==> config.mk <==
export PLATFORM = sky130hd
export DESIGN_NAME = cmi_link_sup
export DESIGN_NICKNAME = d
export VERILOG_FILES = /design/src/rtl/cmi_pkg.sv /design/src/rtl/cmi_pkt_fifo.sv /design/src/rtl/cmi_link_sup.sv
export SDC_FILE = /design/constraint.sdc
export NUM_CORES = 1
export LEC_CHECK = 0
export CORE_ASPECT_RATIO = 1.5
export CORE_MARGIN = 4
export CORE_UTILIZATION = 57
export CTS_CLUSTER_SIZE = 12
export DETAILED_ROUTE_END_ITERATION = 12
export DONT_BUFFER_PORTS = 1
export GPL_ROUTABILITY_DRIVEN = 0
export PLACE_DENSITY = 0.75
export SETUP_SLACK_MARGIN = 0.15
export SLEW_MARGIN = 20
export SYNTH_ARGS = -nofsm -noshare
export SYNTH_HDL_FRONTEND = slang
export SYNTH_SLANG_ARGS = --single-unit
==> constraint.sdc <==
create_clock -name clk -period 3.8 [get_ports clk]
set_input_delay 0.76 -clock clk [delete_from_list [all_inputs] [get_ports clk]]
set_output_delay 0.76 -clock clk [all_outputs]
set_load 0.02 [all_outputs]
==> src/rtl/cmi_pkg.sv <==
`default_nettype none
// ============================================================================
// Module   : cmi_pkg
// Brief    : Shared types and widths for the CMI receive-path link supervisor.
// Revision : 1.0
// ============================================================================
package cmi_pkg;

  localparam int CMI_PKT_W = 72;

  typedef enum logic [1:0] {
    ST_OFF    = 2'd0,
    ST_RESYNC = 2'd1,
    ST_HUNT   = 2'd2,
    ST_UP     = 2'd3
  } link_state_e;

  typedef struct packed {
    logic [7:0]  head;
    logic [63:0] data;
  } cmi_pkt_t;

endpackage
`default_nettype wire

==> src/rtl/cmi_pkt_fifo.sv <==
`default_nettype none
// ============================================================================
// Module   : cmi_pkt_fifo
// Brief    : Synchronous packet FIFO with flush; push is accepted when full
//            if a pop happens in the same cycle.
// Revision : 1.0
// ============================================================================
module cmi_pkt_fifo #(
  parameter int DEPTH = 4,
  parameter int WIDTH = 72
) (
  input  logic             clk,
  input  logic             rst_n,
  input  logic             i_flush,
  input  logic             i_push,
  input  logic [WIDTH-1:0] i_wdata,
  input  logic             i_pop,
  output logic [WIDTH-1:0] o_rdata,
  output logic             o_full,
  output logic             o_empty
);

  localparam int AW = $clog2(DEPTH);

  logic [WIDTH-1:0] r_mem [DEPTH];
  logic [AW:0]      r_wr_ptr;
  logic [AW:0]      r_rd_ptr;
  logic             w_full;
  logic             w_empty;
  logic             w_do_pop;
  logic             w_do_push;

  // Extra pointer MSB distinguishes full from empty when the indices match.
  assign w_empty   = (r_wr_ptr == r_rd_ptr);
  assign w_full    = (r_wr_ptr[AW] != r_rd_ptr[AW]) &&
                     (r_wr_ptr[AW-1:0] == r_rd_ptr[AW-1:0]);
  assign w_do_pop  = i_pop && !w_empty;
  assign w_do_push = i_push && (!w_full || w_do_pop);

  always_ff @(posedge clk or negedge rst_n) begin
    if (!rst_n) begin
      r_wr_ptr <= '0;
      r_rd_ptr <= '0;
    end else if (i_flush) begin
      r_wr_ptr <= '0;
      r_rd_ptr <= '0;
    end else begin
      if (w_do_push) r_wr_ptr <= r_wr_ptr + 1'b1;
      if (w_do_pop)  r_rd_ptr <= r_rd_ptr + 1'b1;
    end
  end

  always_ff @(posedge clk) begin
    if (w_do_push && !i_flush) r_mem[r_wr_ptr[AW-1:0]] <= i_wdata;
  end

  assign o_rdata = r_mem[r_rd_ptr[AW-1:0]];
  assign o_full  = w_full;
  assign o_empty = w_empty;

endmodule
`default_nettype wire

==> src/rtl/cmi_link_sup.sv <==
`default_nettype none
// ============================================================================
// Module   : cmi_link_sup
// Brief    : CMI link supervisor: decoder sequencing, link qualification,
//            packet buffering towards one consumer and link statistics.
// Revision : 1.0
// ============================================================================
module cmi_link_sup
  import cmi_pkg::*;
#(
  parameter int UP_CNT      = 4,
  parameter int DOWN_FAULTS = 3,
  parameter int TIMEOUT_CYC = 1000000,
  parameter int FIFO_DEPTH  = 4
) (
  input  logic        clk,
  input  logic        rst_n,
  input  logic        en,
  input  logic        clr_cnt,
  input  logic        cmi_rdy,
  input  logic        cmi_fault,
  input  logic [7:0]  cmi_head,
  input  logic [63:0] cmi_data,
  input  logic        marker_st,
  input  logic [1:0]  marker_type,
  output logic        rcv_rst,
  output logic        out_valid,
  input  logic        out_ready,
  output logic [7:0]  out_head,
  output logic [63:0] out_data,
  output logic        link_up,
  output logic [1:0]  link_state,
  output logic        link_timeout,
  output logic [15:0] good_cnt,
  output logic [15:0] fault_cnt,
  output logic [7:0]  ovf_cnt,
  output logic [1:0]  last_marker
);

  localparam int TW = $clog2(TIMEOUT_CYC + 1);

  link_state_e r_state;
  link_state_e w_state_nx;
  logic [TW-1:0] r_timer;
  logic          r_rs_cnt;
  logic [3:0]    r_good_run;
  logic [3:0]    r_fault_run;
  logic          r_link_timeout;
  logic [15:0]   r_good_cnt;
  logic [15:0]   r_fault_cnt;
  logic [7:0]    r_ovf_cnt;
  logic [1:0]    r_last_marker;

  logic     w_live, w_fault, w_good, w_activity, w_timeout;
  logic     w_hunt_done, w_fault_down;
  logic     w_push, w_pop, w_drop, w_flush, w_full, w_empty;
  cmi_pkt_t w_in_pkt, w_head_pkt;

  // Packet events only count while enabled and the decoder is out of reset.
  assign w_live       = en && ((r_state == ST_HUNT) || (r_state == ST_UP));
  assign w_fault      = w_live && cmi_fault;
  assign w_good       = w_live && cmi_rdy && !cmi_fault;
  assign w_activity   = cmi_rdy || cmi_fault || marker_st;
  assign w_timeout    = w_live && !w_activity && (r_timer == TW'(TIMEOUT_CYC - 1));
  assign w_hunt_done  = (r_state == ST_HUNT) && w_good && (r_good_run == 4'(UP_CNT - 1));
  assign w_fault_down = (r_state == ST_UP) && w_fault && (r_fault_run == 4'(DOWN_FAULTS - 1));

  assign w_push  = (r_state == ST_UP) && w_good;
  assign w_pop   = !w_empty && out_ready;
  assign w_drop  = w_push && w_full && !w_pop;
  assign w_flush = !en || (r_state == ST_RESYNC);

  always_ff @(posedge clk or negedge rst_n) begin
    if (!rst_n) r_state <= ST_OFF;
    else        r_state <= w_state_nx;
  end

  always_comb begin
    w_state_nx = r_state;
    if (!en) begin
      w_state_nx = ST_OFF;
    end else begin
      case (r_state)
        ST_OFF:    w_state_nx = ST_RESYNC;
        ST_RESYNC: if (r_rs_cnt) w_state_nx = ST_HUNT;
        ST_HUNT: begin
          if (w_timeout)        w_state_nx = ST_RESYNC;
          else if (w_hunt_done) w_state_nx = ST_UP;
        end
        ST_UP:     if (w_timeout || w_fault_down) w_state_nx = ST_RESYNC;
        default:   w_state_nx = ST_OFF;
      endcase
    end
  end

  always_comb begin
    rcv_rst    = (r_state == ST_OFF) || (r_state == ST_RESYNC);
    link_up    = (r_state == ST_UP);
    link_state = r_state;
  end

  always_ff @(posedge clk or negedge rst_n) begin
    if (!rst_n) begin
      r_rs_cnt       <= 1'b0;
      r_timer        <= '0;
      r_good_run     <= '0;
      r_fault_run    <= '0;
      r_link_timeout <= 1'b0;
    end else begin
      r_rs_cnt       <= en && (r_state == ST_RESYNC) && !r_rs_cnt;
      r_link_timeout <= w_timeout;
      if (!w_live || w_activity) r_timer <= '0;
      else                       r_timer <= r_timer + 1'b1;
      if (!w_live) begin
        r_good_run  <= '0;
        r_fault_run <= '0;
      end else if (w_fault) begin
        r_good_run <= '0;
        if (r_state == ST_UP) r_fault_run <= r_fault_run + 1'b1;
      end else if (w_good) begin
        if (r_state == ST_HUNT) r_good_run <= r_good_run + 1'b1;
        else                    r_fault_run <= '0;
      end
    end
  end

  always_ff @(posedge clk or negedge rst_n) begin
    if (!rst_n) begin
      r_good_cnt    <= '0;
      r_fault_cnt   <= '0;
      r_ovf_cnt     <= '0;
      r_last_marker <= '0;
    end else begin
      if (marker_st && (r_state != ST_OFF)) r_last_marker <= marker_type;
      if (clr_cnt) begin
        r_good_cnt  <= '0;
        r_fault_cnt <= '0;
        r_ovf_cnt   <= '0;
      end else begin
        if (w_push && !w_drop && (r_good_cnt != '1)) r_good_cnt <= r_good_cnt + 16'd1;
        if (w_fault && (r_fault_cnt != '1))          r_fault_cnt <= r_fault_cnt + 16'd1;
        if (w_drop && (r_ovf_cnt != '1))             r_ovf_cnt <= r_ovf_cnt + 8'd1;
      end
    end
  end

  assign w_in_pkt = '{head: cmi_head, data: cmi_data};

  cmi_pkt_fifo #(
    .DEPTH (FIFO_DEPTH),
    .WIDTH (CMI_PKT_W)
  ) u_fifo (
    .clk     (clk),
    .rst_n   (rst_n),
    .i_flush (w_flush),
    .i_push  (w_push),
    .i_wdata (w_in_pkt),
    .i_pop   (w_pop),
    .o_rdata (w_head_pkt),
    .o_full  (w_full),
    .o_empty (w_empty)
  );

  assign out_valid    = !w_empty;
  assign out_head     = w_head_pkt.head;
  assign out_data     = w_head_pkt.data;
  assign link_timeout = r_link_timeout;
  assign good_cnt     = r_good_cnt;
  assign fault_cnt    = r_fault_cnt;
  assign ovf_cnt      = r_ovf_cnt;
  assign last_marker  = r_last_marker;

endmodule
`default_nettype wire

After elaboration in Yosys (flattened, before gate mapping)
Memories as Yosys holds them, arrays and structs flattened. Cells that the tools add are included.

$add $sub $neg: 8. Equality and inequality tests: 19. Muxes and demuxes: 28. Reduce and logical (&&, ||, !) cells: 53.

Operator list (number): $mux W16 (4); $mux W4 (9); $add A16 B1 Y16 const B (2); $ne A16 B16 Y1 const B (2); $logic_and A1 B1 Y1 (25); $add A20 B1 Y20 const B (1); $eq A20 B20 Y1 const B (1); $mux W20 (1); $mux W8 (2); $mux W3 (4); $reduce_bool A2 Y1 (6); $logic_not A1 Y1 (10); $mux W2 (5); $ne A3 B3 Y1 const B (3); $add A4 B1 Y4 const B (2); $add A8 B1 Y8 const B (1); $eq A4 B2 Y1 const B (2); $logic_or A1 B1 Y1 (8); $ne A8 B8 Y1 const B (1); $pmux W2 S4 (1); $add A3 B1 Y3 const B (2); $ne A3 B1 Y1 const B (2); $reduce_and A3 Y1 (2); $eq A2 B2 Y1 const B (2); 9 further kinds (10).

Flip-flop bits (word level): 80. Bits in writable memories: 288. Bits of input ports: 82. Output and inout bits: 120. Logic and storage cells: 121. Memories kept: 1.

Memories: u_fifo.r_mem (words 4, width 72, rd ports 1, clocked after memory_dff 0, wr ports 1, line cmi_pkt_fifo.sv:25) `logic [WIDTH-1:0] r_mem [DEPTH];`.

Logic depth before layout (Yosys ltp)
Word-level depth: 13. Gate-level depth with buffers: 9. Mapped depth without buffers: 7.

By module
Synthesis repeated with hierarchy kept, for this count alone.

Cells, all modules: 846. Area, all modules: 14973.1 um2.

By module, submodules not included: cmi_pkt_fifo (instances 1, cells each 431, area each 10930.5 um2, seq. area each 8798.4 um2); cmi_link_sup (instances 1, cells each 415, area each 4042.6 um2, seq. area each 1851.8 um2).

Least setup slack after synthesis
No wires, ideal clock.

Kind: register to register. Start: register r_state[1] (netlist: link_state[1]). End: memory u_fifo.r_mem[0][0], enable pin. Library setup time: 438 ps. Arrival time: 3431 ps. Required time: 3362 ps. Slack: -69 ps. Stages on the path, launching flop included: 8. Buffers on the path: 2. Period minus slack after synthesis: 3869 ps. Path through: dfrtp_1 -> ha_1 -> nand4b_1 -> a41o_1 -> buf_6 -> buf_6 -> nor2_1 -> and2_1.

Word-level cells in the longest chain between the ends: 10. Elaborated cells on any way between the ends: 14. Classes of those cells: 3 x eq/ne; 2 x mux; 9 x reduce/logical.

Ends and longest elaborated chain: start: declaration (line cmi_link_sup.sv:42) `link_state_e r_state;`; start signal: assignment (line cmi_link_sup.sv:75) `else r_state <= w_state_nx;`; $eq A2 B2 Y1 *; named net link_up (line cmi_link_sup.sv:31) `output logic link_up,`; $logic_or A1 B1 Y1 (line cmi_link_sup.sv:60) `assign w_live = en && ((r_state == ST_HUNT) || (r_state == ST_UP));`; $logic_and A1 B1 Y1 (line cmi_link_sup.sv:60); $logic_and A1 B1 Y1 (2 in series) (line cmi_link_sup.sv:62) `assign w_good = w_live && cmi_rdy && !cmi_fault;`; $logic_and A1 B1 Y1 * (line cmi_link_sup.sv:68) `assign w_push = (r_state == ST_UP) && w_good;`; $logic_and A1 B1 Y1 * (line cmi_pkt_fifo.sv:38) `assign w_do_push = i_push && (!w_full || w_do_pop);`; $logic_and A1 B1 Y1 * (line cmi_pkt_fifo.sv:54) `if (w_do_push && !i_flush) r_mem[r_wr_ptr[AW-1:0]] <= i_wdata;`; $mux W1 * (line cmi_pkt_fifo.sv:54); $mux W1 (implied by the code) * (line cmi_pkt_fifo.sv:54); end: declaration (line cmi_pkt_fifo.sv:25).

Mark *: on every way through the listed nets, which the timed path passes. The rest lies on a longest branch.

Final worst setup path
Start: register u_fifo.r_rd_ptr[1]. End: output out_data[10].

Word-level cells in the longest chain between the ends: 1.

Ends and longest elaborated chain: start: declaration (line cmi_pkt_fifo.sv:27) `logic [AW:0] r_rd_ptr;`; start signal: assignment (line cmi_pkt_fifo.sv:49) `if (w_do_pop) r_rd_ptr <= r_rd_ptr + 1'b1;`; $mem_v2 Z4 W72; end: declaration (line cmi_link_sup.sv:30) `output logic [63:0] out_data,`.

No other way between the ends.

==> flow_metrics.py <==
metrics = {
    "global_routing": {
        "grtUsageMet2_pct": 38.9,
        "grt.overflow.total": 0,
        "grt_max_degree": 81,
        "met1_usage_pct": 25.4,
        "grt_pass1_wl_um": 48100,
        "grt_use_total_pct": 21.8,
        "antenna_found_initial": 0,
        "grt_use_met3_pct": 6.67,
        "top_usage_layer": "met2",
        "grt_pass1_vias": 7939,
    },
    "worst_setup_path": {
        "start_kind": "flop",
        "cp.arrival_ns": 2.41,
        "required_ns": 3.04,
        "slowest_stage": "dfrtp_4",
        "r2r-start": "link_state[0]",
        "reg2reg_setup_slack_ns": 0.85,
        "path_cells": "buf_4 > mux4_2",
        "r2r-end": "u_fifo.r_mem[0][67]",
        "startpoint": "u_fifo.r_rd_ptr[1]",
        "crit_end": "out_data[10]",
        "worstSetupPathType": "flop to output port",
        "critPathCaptureType": "output port",
        "critPathMaxFanout": 39,
        "ff2ff_path_depth": 6,
        "max_stage_delay_ns": 0.80,
    },
    "timing": {
        "rsz0062_at_grt": "no",
        "min_period_ns": 3.17,
        "final-setup-viol-count": 0,
        "max_freq_mhz": 316,
        "hold_viol_final": 0,
        "setup_tns_ns": 0,
        "worst_slew_pin_slew_ns": 1.12,
        "finalWorstSetupSlack_ns": 0.633,
        "finalMaxSlewViolations": 0,
        "skew_ns": 0.0167,
        "fin_crit_sh_pct": 83.3,
        "slew_headroom_pct": 24.5,
    },
    "floorplan": {
        "start_util_pct": 57.6,
        "std_cell_rows": 72,
        "chipWidth_um": 140,
        "dieArea_mm2": 0.0288,
        "ios": 202,
        "die_y_um": 206,
        "core_mm2": 0.0258,
    },
    "yosys": {
        "async_flop_share_pct": 21.7,
        "synth_cell_type_count": 60,
        "yosys_warnings": 0,
        "netlist_instances": 837,
        "syn-num-nets": 935,
        "synth_edf_count": 288,
        "synth_area_leaders": "edfxtp_1, dfrtp_1, mux4_2",
        "synth_largest_area_cell": "edfxtp_1",
        "synthFlopType": "edfxtp_1",
        "synthDominantCellAreaShare_pct": 58.2,
        "ys_seq_area_share_pct": 71.7,
        "ys_ff_latch": 368,
        "syn_area_mm2": 0.0149,
        "avgSynthCellArea_um2": 17.7,
    },
    "place": {
        "dp_slack_ns": 0.838,
        "portBuffers": 0,
        "dp_hpwl_um": 20500,
        "place_area_mm2": 0.0153,
    },
    "min_path": {
        "hold_class": "primary input to asynchronous set/reset pin",
    },
    "power_and_ir_drop": {
        "power.density_mw_per_mm2": 474,
        "leakagePower_nw": 5.38,
        "vdd_drop_max_mv": 0.382,
    },
    "clock_network": {
        "cts_root_buffer": "clkbuf_16",
        "cts_tree": "done",
        "hold_buffers": 1,
        "cts_max_level": 2,
        "cts_setup_buffers": 0,
        "cts.path.max_buffers": 3,
        "numClockSinks": 368,
        "cts_made_buffers": 37,
        "insertion_delay_ns": 0.51,
        "cts_resized": 0,
        "clkSlewWorstSetupHoldPaths_ns": 0.06,
    },
    "drt": {
        "drt_iter0_markers": 492,
        "vias_per_cell": 6.22,
        "drc": 0,
        "wire_per_inst_um": 25.4,
        "drt-pass1-iter-count": 5,
        "vias": 7502,
        "wl_um": 30700,
        "drtAntennaViolNets": 0,
    },
    "cells_and_area": {
        "fillCellCount": 1803,
        "utilization_pct": 63.5,
        "drive_gt1_share_pct": 18.6,
        "final_area_mm2": 0.0164,
        "area_growth_pct": 10.2,
        "fin_nets": 956,
        "multi_input_area_mm2": 0.00399,
        "n_antenna_cell": 0,
        "regArea_mm2": 0.0107,
    },
    "run": {
        "max_cap_viol_count": 0,
    },
    "run_status": {
        "status": "finished, final reports clean",
    },
}
[report_power, final]
part           switching (mW)  internal, mW  leakage (nW)
sequential             0.0339          4.36          3.69
clock                    1.37          1.89         0.521
combinational          0.0632        0.0368          1.16
[cell usage in the layout, fill, tap and decap left out, drive strengths merged, types with 22 or more instances in the layout]
master  instances
dfrtp          80
mux4           72
nand2          39
edfxtp        288
nor2           74
xor2           22
clkbuf         50
xnor2          38
nand3          27
[logic make-up (layout without fill, tap and decap cells)]
logic type | after synthesis | count (layout) | synth area share (%)
muxes | 81 | 81 | 11.6
DFF | 368 | 368 | 71.7
buffers and inverters | 45 | 82 | 1.47
xor gates and xnor gates | 60 | 60 | 3.54
and+or+nand+nor | 221 | 221 | 7.92
adders and majority gates | 16 | 16 | 1.35
AOI/OAI and AO/OA | 46 | 46 | 2.45
[synth_stat cells (2+ instances only)]
master	count
a211oi_1	3
or3_1	2
nor2b_1	2
and3_1	10
dfrtp_1	80
xor2_1	22
mux2_2	4
mux4_2	72
nand4_1	13
nand2_1	39
nand4b_1	2
xnor2_1	38
nand4_2	2
nor2_1	74
a31oi_1	3
a21oi_1	15
nand3_1	27
or2_2	2
nand3b_1	2
buf_6	5
edfxtp_1	288
nor4_4	3
buf_2	9
a2111oi_2	3
inv_1	14
ha_1	16
nand2b_1	3
nor3_1	10
clkbuf_1	14
nor4_1	9
and4_1	4
o21ai_0	7
buf_1	3
mux2i_1	5
and2_1	7
[stage by stage]
stage / total power [mW] / std cells / hold slack, ns
after floorplan: 4.55 / 837 / 0.445
after global placement: 4.56 / 1151 / 0.467
after detailed placement: 4.56 / 1151 / 0.467
after CTS: 7.85 / 1207 / 0.148
after global routing: 8.03 / 1207 / 0.153
final: 7.76 / 1207 / 0.137
[critical path, delay by kind of cell (launching register included)]
family / cells / cell delay [ns]
buffers and inverters: 1 / 0.58
flip-flops: 1 / 0.80
multiplexers: 1 / 0.49
[how the worst min path moves through the flow]
stage / start / to / depth (start not counted)
6_report: rst_n / good_cnt[2] / 1
4_1_cts: rst_n / ovf_cnt[0] / 1
3_5_place_dp: rst_n / fault_cnt[8] / 0
2_1_floorplan: r_rs_cnt / r_rs_cnt / 1
5_1_grt: rst_n / good_cnt[0] / 1
3_3_place_gp: rst_n / good_cnt[2] / 0
[sequential cells by signal, summed over array words and instances, names as in the netlist]
name,count
fault_cnt,16
good_cnt,16
last_marker,2
link_state,2
link_timeout,1
ovf_cnt,8
r_fault_run,4
r_good_run,4
r_rs_cnt,1
r_timer,20
u_fifo.r_mem,288
u_fifo.r_rd_ptr,3
u_fifo.r_wr_ptr,3
[final cells by class]
class / count / share of cell area, %
Sequential cell: 368 / 65.1
Multi-Input combinational cell: 424 / 24.4
Clock buffer: 50 / 6.34
Tap cell: 333 / 2.55
Timing Repair Buffer: 13 / 1.10
Inverter: 14 / 0.321
Clock inverter: 5 / 0.161
[per-layer routing]
layer | vias to the layer above | part of all wire [%]
li1 | 3280 | -
met1 | 3854 | 34
met2 | 314 | 54
met3 | 54 | 8.7
met4 | 0 | 3.0
met5 | - | 0
No activity file was read; power rests on OpenSTA's default activity.
